File: src/rtl/cpu_pkg.sv
// Shared CPU definitions: opcode encodings, instruction length decode and the
// fetch state enum, reused by the fetch sequencer and the execution unit.
package cpu_pkg;

    localparam logic [7:0] OP_NOP     = 8'h00;
    localparam logic [7:0] OP_MOV_RA  = 8'h04;
    localparam logic [7:0] OP_MOV_IR  = 8'h06;
    localparam logic [7:0] OP_ADD     = 8'h08;
    localparam logic [7:0] OP_JMP     = 8'h0A;
    localparam logic [7:0] OP_AND     = 8'h0C;
    localparam logic [7:0] OP_CLR     = 8'h0E;
    localparam logic [7:0] OP_LSHIFT  = 8'h10;

    typedef enum logic [1:0] {
        FETCH_OP  = 2'd0,
        FETCH_OP1 = 2'd1,
        FETCH_OP2 = 2'd2,
        ISSUE     = 2'd3
    } fetch_state_e;

    // Unknown opcodes are treated as single-byte instructions.
    function automatic logic [1:0] instr_len(input logic [7:0] op);
        case (op)
            OP_MOV_RA, OP_MOV_IR, OP_ADD, OP_AND: instr_len = 2'd3;
            OP_JMP, OP_CLR, OP_LSHIFT:            instr_len = 2'd2;
            default:                              instr_len = 2'd1;
        endcase
    endfunction

    function automatic logic op_legal(input logic [7:0] op);
        case (op)
            OP_NOP, OP_MOV_RA, OP_MOV_IR, OP_ADD,
            OP_JMP, OP_AND, OP_CLR, OP_LSHIFT: op_legal = 1'b1;
            default:                           op_legal = 1'b0;
        endcase
    endfunction

endpackage

File: src/rtl/fetch_sequencer.sv
// Byte-serial instruction fetch: assembles 1-3 byte instructions from program
// memory and presents them to the execution unit with a valid/ready handshake.
module fetch_sequencer
    import cpu_pkg::*;
#(
    parameter logic [7:0] RESET_PC = 8'h00
) (
    input  logic       clk,
    input  logic       rst,
    output logic [7:0] pm_addr,
    input  logic [7:0] pm_data,
    output logic       instr_valid,
    input  logic       instr_ready,
    output logic [7:0] instr_opcode,
    output logic [7:0] instr_op1,
    output logic [7:0] instr_op2,
    output logic [7:0] instr_pc,
    output logic       instr_illegal,
    input  logic       jmp_valid,
    input  logic [7:0] jmp_target
);

    fetch_state_e state_q, state_d;
    logic [7:0]   pc_q, pc_d;
    logic [7:0]   opcode_q, opcode_d;
    logic [7:0]   op1_q, op1_d;
    logic [7:0]   op2_q, op2_d;
    logic [7:0]   ipc_q, ipc_d;
    logic         illegal_q, illegal_d;

    always_comb begin
        state_d   = state_q;
        pc_d      = pc_q;
        opcode_d  = opcode_q;
        op1_d     = op1_q;
        op2_d     = op2_q;
        ipc_d     = ipc_q;
        illegal_d = illegal_q;

        case (state_q)
            FETCH_OP: begin
                opcode_d  = pm_data;
                ipc_d     = pc_q;
                op1_d     = '0;
                op2_d     = '0;
                illegal_d = ~op_legal(pm_data);
                pc_d      = pc_q + 8'd1;
                state_d   = (instr_len(pm_data) >= 2'd2) ? FETCH_OP1 : ISSUE;
            end
            FETCH_OP1: begin
                op1_d   = pm_data;
                pc_d    = pc_q + 8'd1;
                state_d = (instr_len(opcode_q) == 2'd3) ? FETCH_OP2 : ISSUE;
            end
            FETCH_OP2: begin
                op2_d   = pm_data;
                pc_d    = pc_q + 8'd1;
                state_d = ISSUE;
            end
            ISSUE: begin
                if (instr_ready) begin
                    state_d = FETCH_OP;
                end
            end
            default: state_d = FETCH_OP;
        endcase

        // A redirect overrides any fetch progress; a handshake in the same
        // cycle still counts as consumed since valid/ready were both high.
        if (jmp_valid) begin
            pc_d    = jmp_target;
            state_d = FETCH_OP;
        end
    end

    always_ff @(posedge clk) begin
        if (rst) begin
            state_q   <= FETCH_OP;
            pc_q      <= RESET_PC;
            opcode_q  <= '0;
            op1_q     <= '0;
            op2_q     <= '0;
            ipc_q     <= '0;
            illegal_q <= 1'b0;
        end else begin
            state_q   <= state_d;
            pc_q      <= pc_d;
            opcode_q  <= opcode_d;
            op1_q     <= op1_d;
            op2_q     <= op2_d;
            ipc_q     <= ipc_d;
            illegal_q <= illegal_d;
        end
    end

    assign pm_addr       = pc_q;
    assign instr_valid   = (state_q == ISSUE);
    assign instr_opcode  = opcode_q;
    assign instr_op1     = op1_q;
    assign instr_op2     = op2_q;
    assign instr_pc      = ipc_q;
    assign instr_illegal = illegal_q;

endmodule

File: config.mk
export PLATFORM = sky130hd
export DESIGN_NAME = fetch_sequencer
export DESIGN_NICKNAME = d
export VERILOG_FILES = /design/src/rtl/cpu_pkg.sv /design/src/rtl/fetch_sequencer.sv
export SDC_FILE = /design/constraint.sdc
export NUM_CORES = 1
export LEC_CHECK = 0
export BUFFER_PORTS_ARGS = -buffer_cell sky130_fd_sc_hd__buf_4
export CORE_UTILIZATION = 45
export DETAILED_ROUTE_END_ITERATION = 8
export GPL_ROUTABILITY_DRIVEN = 0
export PLACE_DENSITY_LB_ADDON = 0.15
export SLEW_MARGIN = 20
export SYNTH_ARGS = -nofsm -noshare
export SYNTH_HDL_FRONTEND = slang
export SYNTH_SLANG_ARGS = --single-unit
File: constraint.sdc
create_clock -name clk -period 2.4 [get_ports clk]
set_input_delay 0.36 -clock clk [delete_from_list [all_inputs] [get_ports clk]]
set_output_delay 0.36 -clock clk [all_outputs]
set_load 0.03 [all_outputs]
==> flow_metrics.env, run 1 <==
export IMPL_outcome="finished, final reports clean"
export IMPL_mostFrequentLayoutCell="buf_4"
export IMPL_yosysTopAreaCell="dfxtp_1"
export IMPL_wirelength_um=4270
export IMPL_vias=1619
export IMPL_core_area_um2=4000
export IMPL_grt_overflow_total=0
export IMPL_max_freq_mhz=656
export IMPL_setup_slack_ps=877
export IMPL_post_route_util_pct=61.2
export IMPL_finalSetupTns_ps=0
export IMPL_post_cts_repair_setup_buffers=0
export IMPL_critPathMaxStageDelay_ps=410
export IMPL_hp_class="input pin to flip-flop"
export IMPL_fillers=358
export IMPL_dp_cells=307
export IMPL_final_nets=290
export IMPL_pin_count=62
export IMPL_htree_levels=2
export IMPL_crit_type="flip-flop to flip-flop"
export IMPL_cp_cell_sequence="inv_1, ha_1, buf_4, nor2_1, nor2_1, a32o_1"
export IMPL_period_needed_ps=1520
export IMPL_ys_warn_count=0
export IMPL_endpoint_kind="flip-flop"
export IMPL_grt_max_degree=43
export IMPL_dp_slack_ps=871
export IMPL_fp_row_count=23
export IMPL_cts_root_buffer="clkbuf_8"
export IMPL_antenna_found_initial=0
export IMPL_cts_tree="done"
export IMPL_setup_worst_path_start_class="flip-flop"
export IMPL_initial_core_util_pct=47.0
export IMPL_cp_max_fo=8
export IMPL_ff2ff_setup_slack_ps=880
export IMPL_arrival_ps=1720
export IMPL_grt_pass1_wl_um=6770
export IMPL_drv_cap=0
export IMPL_clock_sinks=43
export IMPL_ys_seq_elements=43
export IMPL_synthCells=208
export IMPL_die_x_um=66.6
export IMPL_clk_latency_ps=300
export IMPL_synth_area_um2=1880
export IMPL_clkTransAtPathRegs_ps=70
export IMPL_synth_seq_area_share_pct=45.8
export IMPL_synthTopCellsByArea="dfxtp_1 46%, mux2i_1 11%, nor2_1 9.2%"
export IMPL_syn_to_final_growth_pct=30.3
export IMPL_drc=0
export IMPL_worst_path_most_repeated_cell="nor2_1"
export IMPL_p_per_area_nw_per_um2=657
export IMPL_hpwl_um=2880
export IMPL_antenna_left=0
export IMPL_cts_buffers=5
export IMPL_die_h_um=66.6
export IMPL_grt_usage_pct=20.8
export IMPL_layout_drive_gt1_share_pct=27.7
export IMPL_die_area_um2=4440
export IMPL_skew_ps=3.63
export IMPL_io_buffers=61
export IMPL_peakVddDrop_mv=0.415
export IMPL_worst_pin_slew_ps=612
export IMPL_power_leakage_uw=0.00115
export IMPL_report_final_slew_viol_count=0
export IMPL_post_drt_wl_per_cell_um=13.6
export IMPL_drt_iter0_markers=105
export IMPL_postCtsHoldBufs=0
export IMPL_final_cell_mix="64 x buf_4, 46 x nor2_1, 43 x dfxtp_1"
export IMPL_fin_crit_sh_pct=63.5
export IMPL_slowest_stage="dfxtp_1"
export IMPL_routed_via_density=5.16
export IMPL_antennaDiodeCount=0
export IMPL_grt_pass1_vias=1430
export IMPL_clockBufferDepth=2
export IMPL_firstDrtPassIters=4
export IMPL_hold_viol_final=0
export IMPL_syn_area_per_cell_um2=9.03
export IMPL_cts_resized=0
export IMPL_rsz0062_at_grt="no"
export IMPL_cp_required_ps=2590
export IMPL_p_total_uw=1610
export IMPL_final_cells=314
export IMPL_synth_nets=234
export IMPL_yosys_area_top_type_share_pct=45.8
export IMPL_finalSetupViolations=0
export IMPL_synth_cell_types=29
export IMPL_maxSlewHeadroom_pct=59.2
-- logic make-up after synthesis --
kind of cell	Yosys count	share of synthesized area, %
xor+xnor	7	3.26
buf+inv	21	4.46
flops	43	45.8
fa+ha+maj	6	4.00
simple gates	79	21.9
mux	21	11.2
compound gates	31	9.33
-- power breakdown --
part	switching [uW]	total (uW)	internal, uW
registers	39.4	796	756
clock network	239	464	226
logic	204	349	144
-- synthesized netlist by cell type --
cell type  instances
a21oi_1           22
nor2_1            46
nor4_1             1
nor2b_1            1
nand4_2            1
inv_1              6
ha_1               6
nand2b_1           2
nand2_1            2
dfxtp_1           43
xor2_1             4
nor4b_2            1
nor4b_1            1
and2_1             1
o22ai_1            1
buf_2              4
a32o_1             1
xnor2_1            3
mux2i_1           21
o21ai_0            2
a311oi_1           1
o211ai_1           1
o21a_1             3
nand3_1            1
and3_1             1
clkbuf_1          11
nand4b_1           2
nor3b_1           16
nor3_1             3
-- routing by layer --
metal  vias to the layer above  GRT usage (%)  routed length, um
met4                         0           6.38                 50
met1                       756           28.6               2120
met5                         -              0                  0
met2                        45           29.9               1870
met3                         5           7.71                226
li1                        813              -                  -
-- critical path: cells and delay by family (launching register included) --
kind                     cells  cell delay [ps]
flip-flops                   1              410
AO/OA/AOI/OAI                1              200
AND/OR/NAND/NOR              2              140
adder cells (fa/ha/maj)      1              330
buffers and inverters        2              330
-- through the flow --
stage               hold WS, ps  cell area, um2
finish                      289            2450
detailed placement          487            2360
global placement            493            2360
floorplan                   501            1880
CTS                         287            2450
global route                288            2450
-- worst paths after layout --
path,cells past startpoint,endpoint,startpoint
setup / recovery,6,state_q[1],state_q[0]
hold / removal,3,pm_addr[1],jmp_target[1]
setup reg to reg,6,state_q[1],state_q[0]
hold reg to reg,2,instr_illegal,instr_illegal
-- cell type report --
type                    instances  area, um2  share of cell area [%]
clock buffers                   6       82.6                    3.37
clock inverters                 1       5.00                   0.204
inverters                       6       22.5                   0.920
multi-input cells             144        933                    38.1
flip-flops and latches         43        861                    35.2
well taps                      50       62.6                    2.56
repair buffers                 64        480                    19.6
-- sequential cells by signal, indices dropped and copies added, names as in the netlist --
signal	flops
instr_illegal	1
instr_pc	8
state_q	2
instr_op2	8
pm_addr	8
instr_op1	8
instr_opcode	8
Power figures use the tool's default switching activity.
==> run 2, diff against run 1 <==
- clock period: 2.4 -> 1.3 ns (I/O delays scaled with it)
==> run 2 against run 1 <==
Net effect: the run now ends with negative setup slack left; first-iteration DRC count down 7.6%; non-clock buffer count up 10; cell count up 3.2%; critical endpoint is now instr_op2[1]; flip-flop and latch count unchanged.
==> flow_metrics.env, run 2 (same netlist as run 1, synthesis figures left out) <==
export IMPL_cts_tree="done"
export IMPL_layout_drive_gt1_share_pct=43.4
export IMPL_initial_core_util_pct=47.0
export IMPL_critPathTopFamily="flip-flops"
export IMPL_clock_sinks=43
export IMPL_vias=1662
export IMPL_endpoint_kind="flip-flop"
export IMPL_power_leakage_uw=0.00123
export IMPL_p_per_area_nw_per_um2=1130
export IMPL_finalSetupViolations=4
export IMPL_wirelength_um=4570
export IMPL_antenna_left=0
export IMPL_final_cells=324
export IMPL_clockBufferDepth=2
export IMPL_htree_levels=2
export IMPL_grt_max_degree=27
export IMPL_postCtsHoldBufs=0
export IMPL_post_drt_wl_per_cell_um=14.1
export IMPL_routed_via_density=5.13
export IMPL_slowest_stage="dfxtp_4"
export IMPL_hpwl_um=3080
export IMPL_io_buffers=61
export IMPL_peakVddDrop_mv=0.759
export IMPL_final_nets=300
export IMPL_firstDrtPassIters=4
export IMPL_die_area_um2=4440
export IMPL_dp_cells=313
export IMPL_antenna_found_initial=0
export IMPL_hp_class="input pin to flip-flop"
export IMPL_setup_worst_path_start_class="flip-flop"
export IMPL_die_x_um=66.6
export IMPL_mostFrequentLayoutCell="buf_4"
export IMPL_grt_overflow_total=0
export IMPL_clk_latency_ps=290
export IMPL_hold_viol_final=0
export IMPL_report_final_slew_viol_count=0
export IMPL_final_cell_mix="69 x buf_4, 45 x nor2_1, 35 x dfxtp_1"
export IMPL_critPathBufInv=2
export IMPL_grt_usage_pct=21.1
export IMPL_clkTransAtPathRegs_ps=80
export IMPL_syn_to_final_growth_pct=46.1
export IMPL_maxSlewHeadroom_pct=76.0
export IMPL_clockPowerShare_pct=27.7
export IMPL_seqPwrFrac_pct=47.4
export IMPL_rsz0062_at_grt="yes"
export IMPL_cp_cell_sequence="clkinvlp_4, buf_4, ha_4, nor3b_1, a21oi_1, nor2_1"
export IMPL_fp_row_count=23
export IMPL_grt_pass1_vias=1393
export IMPL_fin_crit_sh_pct=101
export IMPL_fillers=341
export IMPL_antennaDiodeCount=0
export IMPL_max_freq_mhz=758
export IMPL_core_area_um2=4000
export IMPL_cp_required_ps=1540
export IMPL_critPathMaxStageDelay_ps=400
export IMPL_skew_ps=3.36
export IMPL_drv_cap=0
export IMPL_crit_type="flip-flop to flip-flop"
export IMPL_arrival_ps=1560
export IMPL_grt_pass1_wl_um=6920
export IMPL_pwr_share_comb_pct=24.9
export IMPL_outcome="complete, but fails checks"
export IMPL_p_int_uw=2160
export IMPL_drc=0
export IMPL_setup_slack_ps=-19.1
export IMPL_pin_count=62
export IMPL_p_total_uw=3110
export IMPL_power_switching_uw=948
export IMPL_worst_pin_slew_ps=358
export IMPL_cts_root_buffer="clkbuf_8"
export IMPL_cts_buffers=5
export IMPL_violations="negative setup slack"
export IMPL_drt_iter0_markers=97
export IMPL_cp_max_fo=16
export IMPL_die_h_um=66.6
export IMPL_switching_share_pct=30.5
export IMPL_period_needed_ps=1320
[run 2: metal layers]
| metal | routed length (um) | vias up | global-route usage [%] | share of wire (%) |
|---|---|---|---|---|
| met1 | 2050 | 770 | 28.9 | 45 |
| met2 | 2180 | 51 | 30.3 | 48 |
| met3 | 267 | 9 | 6.51 | 5.8 |
| met5 | 0 | - | 0 | 0 |
| li1 | - | 832 | - | - |
| met4 | 66 | 0 | 8.51 | 1.4 |
[run 2: worst paths after layout]
kind                 start           end  slack [ps]  depth (start not counted)
min          jmp_target[4]    pm_addr[4]         130                          3
max             state_q[0]  instr_op2[1]         -20                          6
min reg2reg    instr_pc[3]   instr_pc[3]         500                          2
max reg2reg     state_q[0]  instr_op2[1]         -20                          6
[run 2: metrics by stage]
step	setup TNS (ps)	hold WS, ps	cell area (um2)	setup slack (ps)	util (%)
final	-43.3	130	2740	-19.1	68.6
after global routing	-1400	140	2740	-120	68.6
after CTS	0	121	2560	3.62	64.0
after detailed placement	-1970	436	2450	-91.6	61.2
after global placement	-1160	430	2450	-75.8	61.2
after floorplan	-9.32	336	1940	-4.38	-
[run 2: power groups by stage]
stage	registers [uW]	logic (uW)	clock network, uW
floorplan	1640	287	0
global placement	1500	672	0
detailed placement	1500	677	0
CTS	1470	691	892
global route	1490	828	958
finish	1480	773	863
[run 2: worst reg2reg max path: cells and delay by family, from the launching register on]
kind	cells	cell delay, ps
buffers and inverters	2	290
AO/OA/AOI/OAI	1	60
flip-flops	1	400
adder cells (fa/ha/maj)	1	220
AND/OR/NAND/NOR	2	280
[run 2: timing repair]
item / CTS / global route
resized for setup: 7 / 32
pin swaps: 0 / 9
buffers inserted: 0 / 4
setup endpoints to repair: 41 / 38
[run 2: final cells by class]
type | instances | area [um2] | area share [%]
clock buffers | 6 | 82.6 | 3.01
inverters | 6 | 28.8 | 1.05
multi-input cells | 144 | 1110 | 40.3
repair buffers | 74 | 583 | 21.2
well taps | 50 | 62.6 | 2.28
flip-flops and latches | 43 | 876 | 31.9
clock inverters | 1 | 5.00 | 0.182
